### src/rtl/edge_pkg.sv
// rtl/edge_pkg.sv - shared pixel constants, stage-1 record and helpers for the edge pipeline
package edge_pkg;

  localparam int PIX_W = 8;
  localparam logic [PIX_W-1:0] EDGE_ON  = 8'hFF;
  localparam logic [PIX_W-1:0] EDGE_OFF = 8'h00;

  // Input-to-output delay; downstream stages align their markers to this.
  localparam int EDGE_LAT = 2;

  typedef logic [PIX_W-1:0] pix_t;

  typedef struct packed {
    pix_t cur;
    pix_t left;
    logic lv;
    logic tv;
    logic pix;
  } s1_t;

  function automatic pix_t abs_diff(input pix_t a, input pix_t b);
    return (a >= b) ? pix_t'(a - b) : pix_t'(b - a);
  endfunction

endpackage

### src/rtl/edge_detect_if.sv
// rtl/edge_detect_if.sv - pixel stream with frame/line markers, in and out of the edge detector
interface edge_detect_if;
  import edge_pkg::*;

  pix_t PixelIn;
  logic FrameIn;
  logic LineIn;
  pix_t PixelOut;
  logic FrameOut;
  logic LineOut;

  modport master (
    output PixelIn, FrameIn, LineIn,
    input  PixelOut, FrameOut, LineOut
  );

  modport slave (
    input  PixelIn, FrameIn, LineIn,
    output PixelOut, FrameOut, LineOut
  );

endinterface

### src/rtl/edge_line_buf.sv
// rtl/edge_line_buf.sv - single-port previous-row buffer, synchronous read-before-write
module edge_line_buf
  import edge_pkg::*;
#(
  parameter int DEPTH = 256,
  parameter int AW    = 8
) (
  input  logic          clk,
  input  logic          en,
  input  logic          we,
  input  logic [AW-1:0] addr,
  input  pix_t          wdata,
  output pix_t          rdata
);

  pix_t mem [DEPTH];
  pix_t rdata_q;

  // No reset so the array maps onto block RAM; the read returns the old word.
  always_ff @(posedge clk) begin
    if (en) begin
      rdata_q <= mem[addr];
      if (we) begin
        mem[addr] <= wdata;
      end
    end
  end

  assign rdata = rdata_q;

endmodule

### src/rtl/edge_detect.sv
// rtl/edge_detect.sv - two-stage gradient edge detector on a marker-framed greyscale stream
// EDGE_GRAD_OUT_EN: output the saturated gradient magnitude instead of the binarised edge
module edge_detect
  import edge_pkg::*;
#(
  parameter int MAX_WIDTH = 256,
  parameter int XW        = 8
) (
  input  logic             Clk,
  input  logic             nReset,
  input  logic [PIX_W-1:0] Threshold,
  edge_detect_if.slave     bus
);

  localparam logic [XW-1:0] X_LAST = XW'(MAX_WIDTH - 1);

  logic pix_cyc;
  assign pix_cyc = ~bus.FrameIn & ~bus.LineIn;

  logic [XW-1:0] x_q, x_d;
  logic          ovf_q, ovf_d;
  logic          top_valid_q, top_valid_d;
  logic          left_valid_q, left_valid_d;
  pix_t          prev_q, prev_d;

  // ovf marks pixel indices past the buffer; x then stays parked at X_LAST.
  always_comb begin
    x_d          = x_q;
    ovf_d        = ovf_q;
    top_valid_d  = top_valid_q;
    left_valid_d = left_valid_q;
    prev_d       = prev_q;
    if (bus.FrameIn) begin
      x_d          = '0;
      ovf_d        = 1'b0;
      left_valid_d = 1'b0;
      top_valid_d  = 1'b0;
    end else if (bus.LineIn) begin
      x_d          = '0;
      ovf_d        = 1'b0;
      left_valid_d = 1'b0;
      top_valid_d  = 1'b1;
    end else begin
      left_valid_d = 1'b1;
      prev_d       = bus.PixelIn;
      if (x_q == X_LAST) begin
        ovf_d = 1'b1;
      end else begin
        x_d = x_q + XW'(1);
      end
    end
  end

  s1_t s1_q, s1_d;

  always_comb begin
    s1_d     = s1_q;
    s1_d.pix = pix_cyc;
    if (pix_cyc) begin
      s1_d.cur  = bus.PixelIn;
      s1_d.left = prev_q;
      s1_d.lv   = left_valid_q;
      s1_d.tv   = top_valid_q & ~ovf_q;
    end
  end

  pix_t top_rd;

  edge_line_buf #(
    .DEPTH (MAX_WIDTH),
    .AW    (XW)
  ) u_line_buf (
    .clk   (Clk),
    .en    (nReset & pix_cyc),
    .we    (~ovf_q),
    .addr  (x_q),
    .wdata (bus.PixelIn),
    .rdata (top_rd)
  );

  pix_t           dx, dy, pix_out_d, pix_out_q;
  logic [PIX_W:0] sum;

  always_comb begin
    dx  = s1_q.lv ? abs_diff(s1_q.cur, s1_q.left) : '0;
    dy  = s1_q.tv ? abs_diff(s1_q.cur, top_rd) : '0;
    sum = {1'b0, dx} + {1'b0, dy};
`ifdef EDGE_GRAD_OUT_EN
    pix_out_d = sum[PIX_W] ? {PIX_W{1'b1}} : sum[PIX_W-1:0];
`else
    pix_out_d = (sum > {1'b0, Threshold}) ? EDGE_ON : EDGE_OFF;
`endif
    if (!s1_q.pix) begin
      pix_out_d = EDGE_OFF;
    end
  end

  logic [EDGE_LAT-1:0] frame_sr_q, line_sr_q;

  always_ff @(posedge Clk) begin
    if (!nReset) begin
      x_q          <= '0;
      ovf_q        <= 1'b0;
      top_valid_q  <= 1'b0;
      left_valid_q <= 1'b0;
      prev_q       <= '0;
      s1_q         <= '0;
      pix_out_q    <= EDGE_OFF;
      frame_sr_q   <= '0;
      line_sr_q    <= '0;
    end else begin
      x_q          <= x_d;
      ovf_q        <= ovf_d;
      top_valid_q  <= top_valid_d;
      left_valid_q <= left_valid_d;
      prev_q       <= prev_d;
      s1_q         <= s1_d;
      pix_out_q    <= pix_out_d;
      frame_sr_q   <= {frame_sr_q[EDGE_LAT-2:0], bus.FrameIn};
      line_sr_q    <= {line_sr_q[EDGE_LAT-2:0], bus.LineIn};
    end
  end

  assign bus.PixelOut = pix_out_q;
  assign bus.FrameOut = frame_sr_q[EDGE_LAT-1];
  assign bus.LineOut  = line_sr_q[EDGE_LAT-1];

endmodule

### src/flat_wrapper.sv
// flat-port wrapper written by rule: the top's interface ports become plain ports
module edge_detect_flat import edge_pkg::*;
#(
  parameter int MAX_WIDTH = 256,
  parameter int XW        = 8
)
  (Clk, nReset, Threshold, bus_PixelIn, bus_FrameIn, bus_LineIn, bus_PixelOut, bus_FrameOut, bus_LineOut);
  edge_detect_if bus_i ();
  input  logic Clk;
  input  logic nReset;
  input  logic [PIX_W-1:0] Threshold;
  input wire logic [$bits(bus_i.PixelIn)-1:0] bus_PixelIn;
  input wire logic [$bits(bus_i.FrameIn)-1:0] bus_FrameIn;
  input wire logic [$bits(bus_i.LineIn)-1:0] bus_LineIn;
  output wire logic [$bits(bus_i.PixelOut)-1:0] bus_PixelOut;
  output wire logic [$bits(bus_i.FrameOut)-1:0] bus_FrameOut;
  output wire logic [$bits(bus_i.LineOut)-1:0] bus_LineOut;
  assign bus_i.PixelIn = bus_PixelIn;
  assign bus_i.FrameIn = bus_FrameIn;
  assign bus_i.LineIn = bus_LineIn;
  assign bus_PixelOut = bus_i.PixelOut;
  assign bus_FrameOut = bus_i.FrameOut;
  assign bus_LineOut = bus_i.LineOut;
  edge_detect #(.MAX_WIDTH(MAX_WIDTH), .XW(XW)) u_core (.Clk(Clk), .nReset(nReset), .Threshold(Threshold), .bus(bus_i));
endmodule
### config.mk
export PLATFORM = sky130hd
export DESIGN_NAME = edge_detect_flat
export DESIGN_NICKNAME = d
export VERILOG_FILES = /design/src/rtl/edge_pkg.sv /design/src/rtl/edge_detect_if.sv /design/src/rtl/edge_line_buf.sv /design/src/rtl/edge_detect.sv /design/src/flat_wrapper.sv
export SDC_FILE = /design/constraint.sdc
export NUM_CORES = 2
export LEC_CHECK = 0
export BUFFER_PORTS_ARGS = -buffer_cell sky130_fd_sc_hd__buf_2
export CAP_MARGIN = 20
export CORE_ASPECT_RATIO = 1.5
export CORE_MARGIN = 5
export CORE_UTILIZATION = 55
export DETAILED_ROUTE_END_ITERATION = 7
export GPL_ROUTABILITY_DRIVEN = 0
export PLACE_DENSITY_LB_ADDON = 0.25
export SLEW_MARGIN = 25
export SYNTH_ARGS = -nofsm -noshare
export SYNTH_HDL_FRONTEND = slang
export SYNTH_SLANG_ARGS = --single-unit
### constraint.sdc
create_clock -name Clk -period 11.65 [get_ports Clk]
set_clock_uncertainty 0.05 [all_clocks]
set_input_delay 2.33 -clock Clk [delete_from_list [all_inputs] [get_ports Clk]]
set_output_delay 2.33 -clock Clk [all_outputs]
set_load 0.1 [all_outputs]
==> flow_metrics.py <==
metrics = {
    "logic_synthesis": {
        "synth-edff-count": 2056,
        "ys_warn_count": 0,
        "synthXorXnorAreaFrac_pct": 0.159,
        "synth-seq-cells": 2091,
        "synth-seq-area-share_pct": 75.4,
        "synth_top_family_by_area": "multiplexers",
        "async_reset_ff_share_pct": 0,
        "synth-simple-area-share_pct": 2.94,
        "synth_adder_area_share_pct": 0.876,
        "yosysUniqueCellTypes": 69,
        "synth_flop_cell": "edfxtp_1",
        "synth_area_per_cell_um2": 21.0,
        "muxShareOfSynthArea_pct": 16.9,
        "netlist_area_mm2": 0.0828,
        "syn_nets": 4019,
        "synth_compound_area_share_pct": 2.10,
        "synthCells": 3944,
    },
    "sta": {
        "hold_viol": 0,
        "maxSlewViolCount": 0,
        "worst_slack_ns": 6.33,
        "fin_crit_ns": 5.32,
        "fin_crit_sh_pct": 45.7,
        "worstMarginPinSlew_ns": 1.12,
        "fmaxAchievable_mhz": 188,
        "maxSlewHeadroom_pct": 25.0,
        "rsz0062_at_grt": "no",
        "setup_viol": 0,
        "fin_tns_setup_ns": 0,
    },
    "global_routing": {
        "antenna_found_initial": 5,
        "grt_max_degree": 121,
        "first_global_vias": 40900,
        "gr-usage-met2_pct": 44.8,
        "use_met1_pct": 34.1,
        "overflow": 0,
        "grt_busiest_layer": "met2",
        "grt_first_pass_wirelength_um": 302000,
        "grtUsageMet3_pct": 4.69,
        "grt_use_total_pct": 26.6,
    },
    "floorplanning": {
        "start_util_pct": 55.3,
        "die_area_mm2": 0.159,
        "ios": 30,
        "core_area_mm2": 0.150,
        "core.rowCount": 174,
        "die_h_um": 485,
        "die_w_um": 327,
    },
    "critical_path": {
        "cp_num_buf_inv": 3,
        "cp-start-kind": "flip-flop",
        "critPathMaxFanout": 45,
        "required_ns": 12.13,
        "path_class": "reg -> reg",
        "critical-path-top-delay-family": "buffers and inverters",
        "crit_start": "u_core.x_q[0]",
        "critical_path_depth": 10,
        "critical_path_arrival_ns": 5.81,
        "max_stage_delay_ns": 0.91,
        "r2r-start": "u_core.x_q[0]",
        "worst_path_max_delay_cell": "dfxtp_4",
        "end_kind": "flip-flop",
        "r2r_cells": 10,
        "worst_path_most_repeated_cell": "buf_4",
        "cp_cell_sequence": "buf_4, buf_4, mux4_2, mux2i_1, o21ai_0, a2111oi_0, buf_4, a2111oi_0, nand3_1, nand4_1",
    },
    "placement": {
        "post-place-ws_ns": 5.60,
        "dp_hpwl_um": 132000,
        "place_area_mm2": 0.0850,
        "io_buffers": 29,
    },
    "finish": {
        "nets": 4085,
        "fin_util_pct": 60.9,
        "syn_to_final_growth_pct": 10.1,
        "final_layout_size_suffix_gt1_share_pct": 24.0,
        "final_area_mm2": 0.0912,
    },
    "routing": {
        "wl_per_cell_um": 34.5,
        "drtIter0Drc": 4995,
        "first_pass_iters": 6,
        "route.detailed.drc": 0,
        "ant_nets": 0,
        "wl_um": 210000,
        "routed_via_density": 6.66,
        "dr_total_vias": 40600,
    },
    "clock_network": {
        "cts.reportedPaths.clkPinSlew_ns": 0.07,
        "post_cts_buffers": 0,
        "h-tree-depth": 4,
        "cts_max_path_buffers": 3,
        "cts_tree": "yes",
        "clk_latency_ns": 0.82,
        "cts.sinks": 2091,
        "cts_hold_buf": 0,
        "post_cts_resized": 0,
        "cts-root-buf": "clkbuf_16",
        "numCtsBuffers": 177,
    },
    "flow_run": {
        "drv_cap": 0,
    },
    "hold_path": {
        "hp-class": "reg -> reg",
        "hold_depth": 2,
        "worstHoldStart": "u_core.left_valid_q",
    },
    "power_and_ir_drop": {
        "p_leak_nw": 27.3,
        "finalPower_mw": 14.9,
        "irDropWorstVdd_mv": 0.156,
        "p_per_area_mw_per_mm2": 163,
    },
    "outcome": {
        "outcome": "finished clean",
    },
}
## tightest hold or removal path, stage by stage (launching register included)
cell	delay [ns]
dfxtp_1	0.30
nand2_1	0.05
a21boi_0	0.06
## synthesized netlist by cell type (9+ instances only)
library cell | n | area, um^2
o21ai_0 | 35 | 175
xnor2_1 | 13 | 114
a22oi_1 | 28 | 210
edfxtp_1 | 2056 | 61700
a31oi_1 | 11 | 68.8
nor2b_1 | 19 | 119
ha_1 | 50 | 626
a21oi_1 | 48 | 240
nand2b_1 | 11 | 68.8
nor2_1 | 300 | 1130
nor3_1 | 18 | 90.1
and2_1 | 14 | 87.6
clkbuf_1 | 106 | 398
mux2_2 | 11 | 124
buf_4 | 38 | 285
a221oi_1 | 9 | 78.8
a2111oi_0 | 9 | 78.8
dfxtp_1 | 35 | 701
mux4_2 | 572 | 12900
a21o_1 | 9 | 67.6
buf_2 | 54 | 270
buf_1 | 17 | 63.8
nand2_1 | 136 | 510
o22ai_1 | 12 | 75.1
mux2i_1 | 96 | 961
a21boi_0 | 21 | 158
nand4_1 | 16 | 100
buf_6 | 13 | 146
inv_1 | 54 | 203
nand3_1 | 29 | 145
## where the power goes
group	switching [mW]	leakage (nW)	internal, mW
Combinational	0.284	5.63	0.142
Sequential	0.00966	18.8	8.26
Clock	2.75	2.93	3.42
## final timing paths
kind	endpoint	slack [ns]
worst max-delay path	u_core.u_line_buf.rdata[6]	6.33
worst min-delay path	u_core.s1_q[2]	0.40
worst max register to register	u_core.u_line_buf.rdata[6]	6.33
worst min register to register	u_core.s1_q[2]	0.40
## cell families (layout without fill, tap and decap cells)
family | Yosys count | in the layout
flip-flops | 2091 | 2091
multiplexers | 679 | 679
AO/OA/AOI/OAI | 251 | 251
XOR/XNOR | 15 | 15
buffers and inverters | 284 | 500
other | 0 | 3
AND/OR/NAND/NOR | 569 | 569
adder cells (fa/ha/maj) | 55 | 55
## per-layer routing
layer | vias to the layer above | routed length (um)
li1 | 16400 | -
met1 | 21500 | 74300
met2 | 2187 | 107000
met3 | 452 | 16600
met4 | 2 | 12200
met5 | - | 13
## registers in the layout, indices dropped and copies added (netlist names)
register,cells
u_core.s1_q,19
u_core.u_line_buf.mem,2048
u_core.line_sr_q,2
u_core.u_line_buf.rdata,8
u_core.top_valid_q,1
u_core.ovf_q,1
u_core.frame_sr_q,2
u_core.bus.PixelOut,1
u_core.x_q,8
u_core.left_valid_q,1
## layout by cell type (no fill, tap or decap), types with 27 or more instances in the layout
master / synthesis / final
ha_1: 50 / 50
mux2i_1: 96 / 95
clkinv_1: 1 / 30
a22oi_1: 28 / 28
dfxtp_1: 35 / 30
buf_4: 38 / 81
nand3_1: 29 / 27
o21ai_0: 35 / 35
nand2_1: 136 / 136
nor2_1: 300 / 299
edfxtp_1: 2056 / 2056
a21oi_1: 48 / 48
mux4_2: 572 / 572
clkbuf_16: 0 / 178
inv_1: 54 / 54
## area by class of cell
| cell class | instances | area (um^2) |
|---|---|---|
| Sequential cell | 2091 | 62500 |
| Fill cell | 10300 | 58600 |
| Multi-Input combinational cell | 1569 | 19000 |
| Clock buffer | 203 | 4550 |
| Tap cell | 1936 | 2420 |
| Clock inverter | 126 | 1580 |
| Timing Repair Buffer | 115 | 915 |
| Inverter | 56 | 210 |
| Antenna cell | 3 | 7.51 |
## metrics by stage
step,cells,hold slack (ns)
after global placement,5767,0.387
after global routing,6097,0.425
final,6099,0.403
after CTS,6096,0.402
after floorplan,3944,0.362
after detailed placement,5767,0.391
Note: power is estimated with default switching activity, not from simulation.
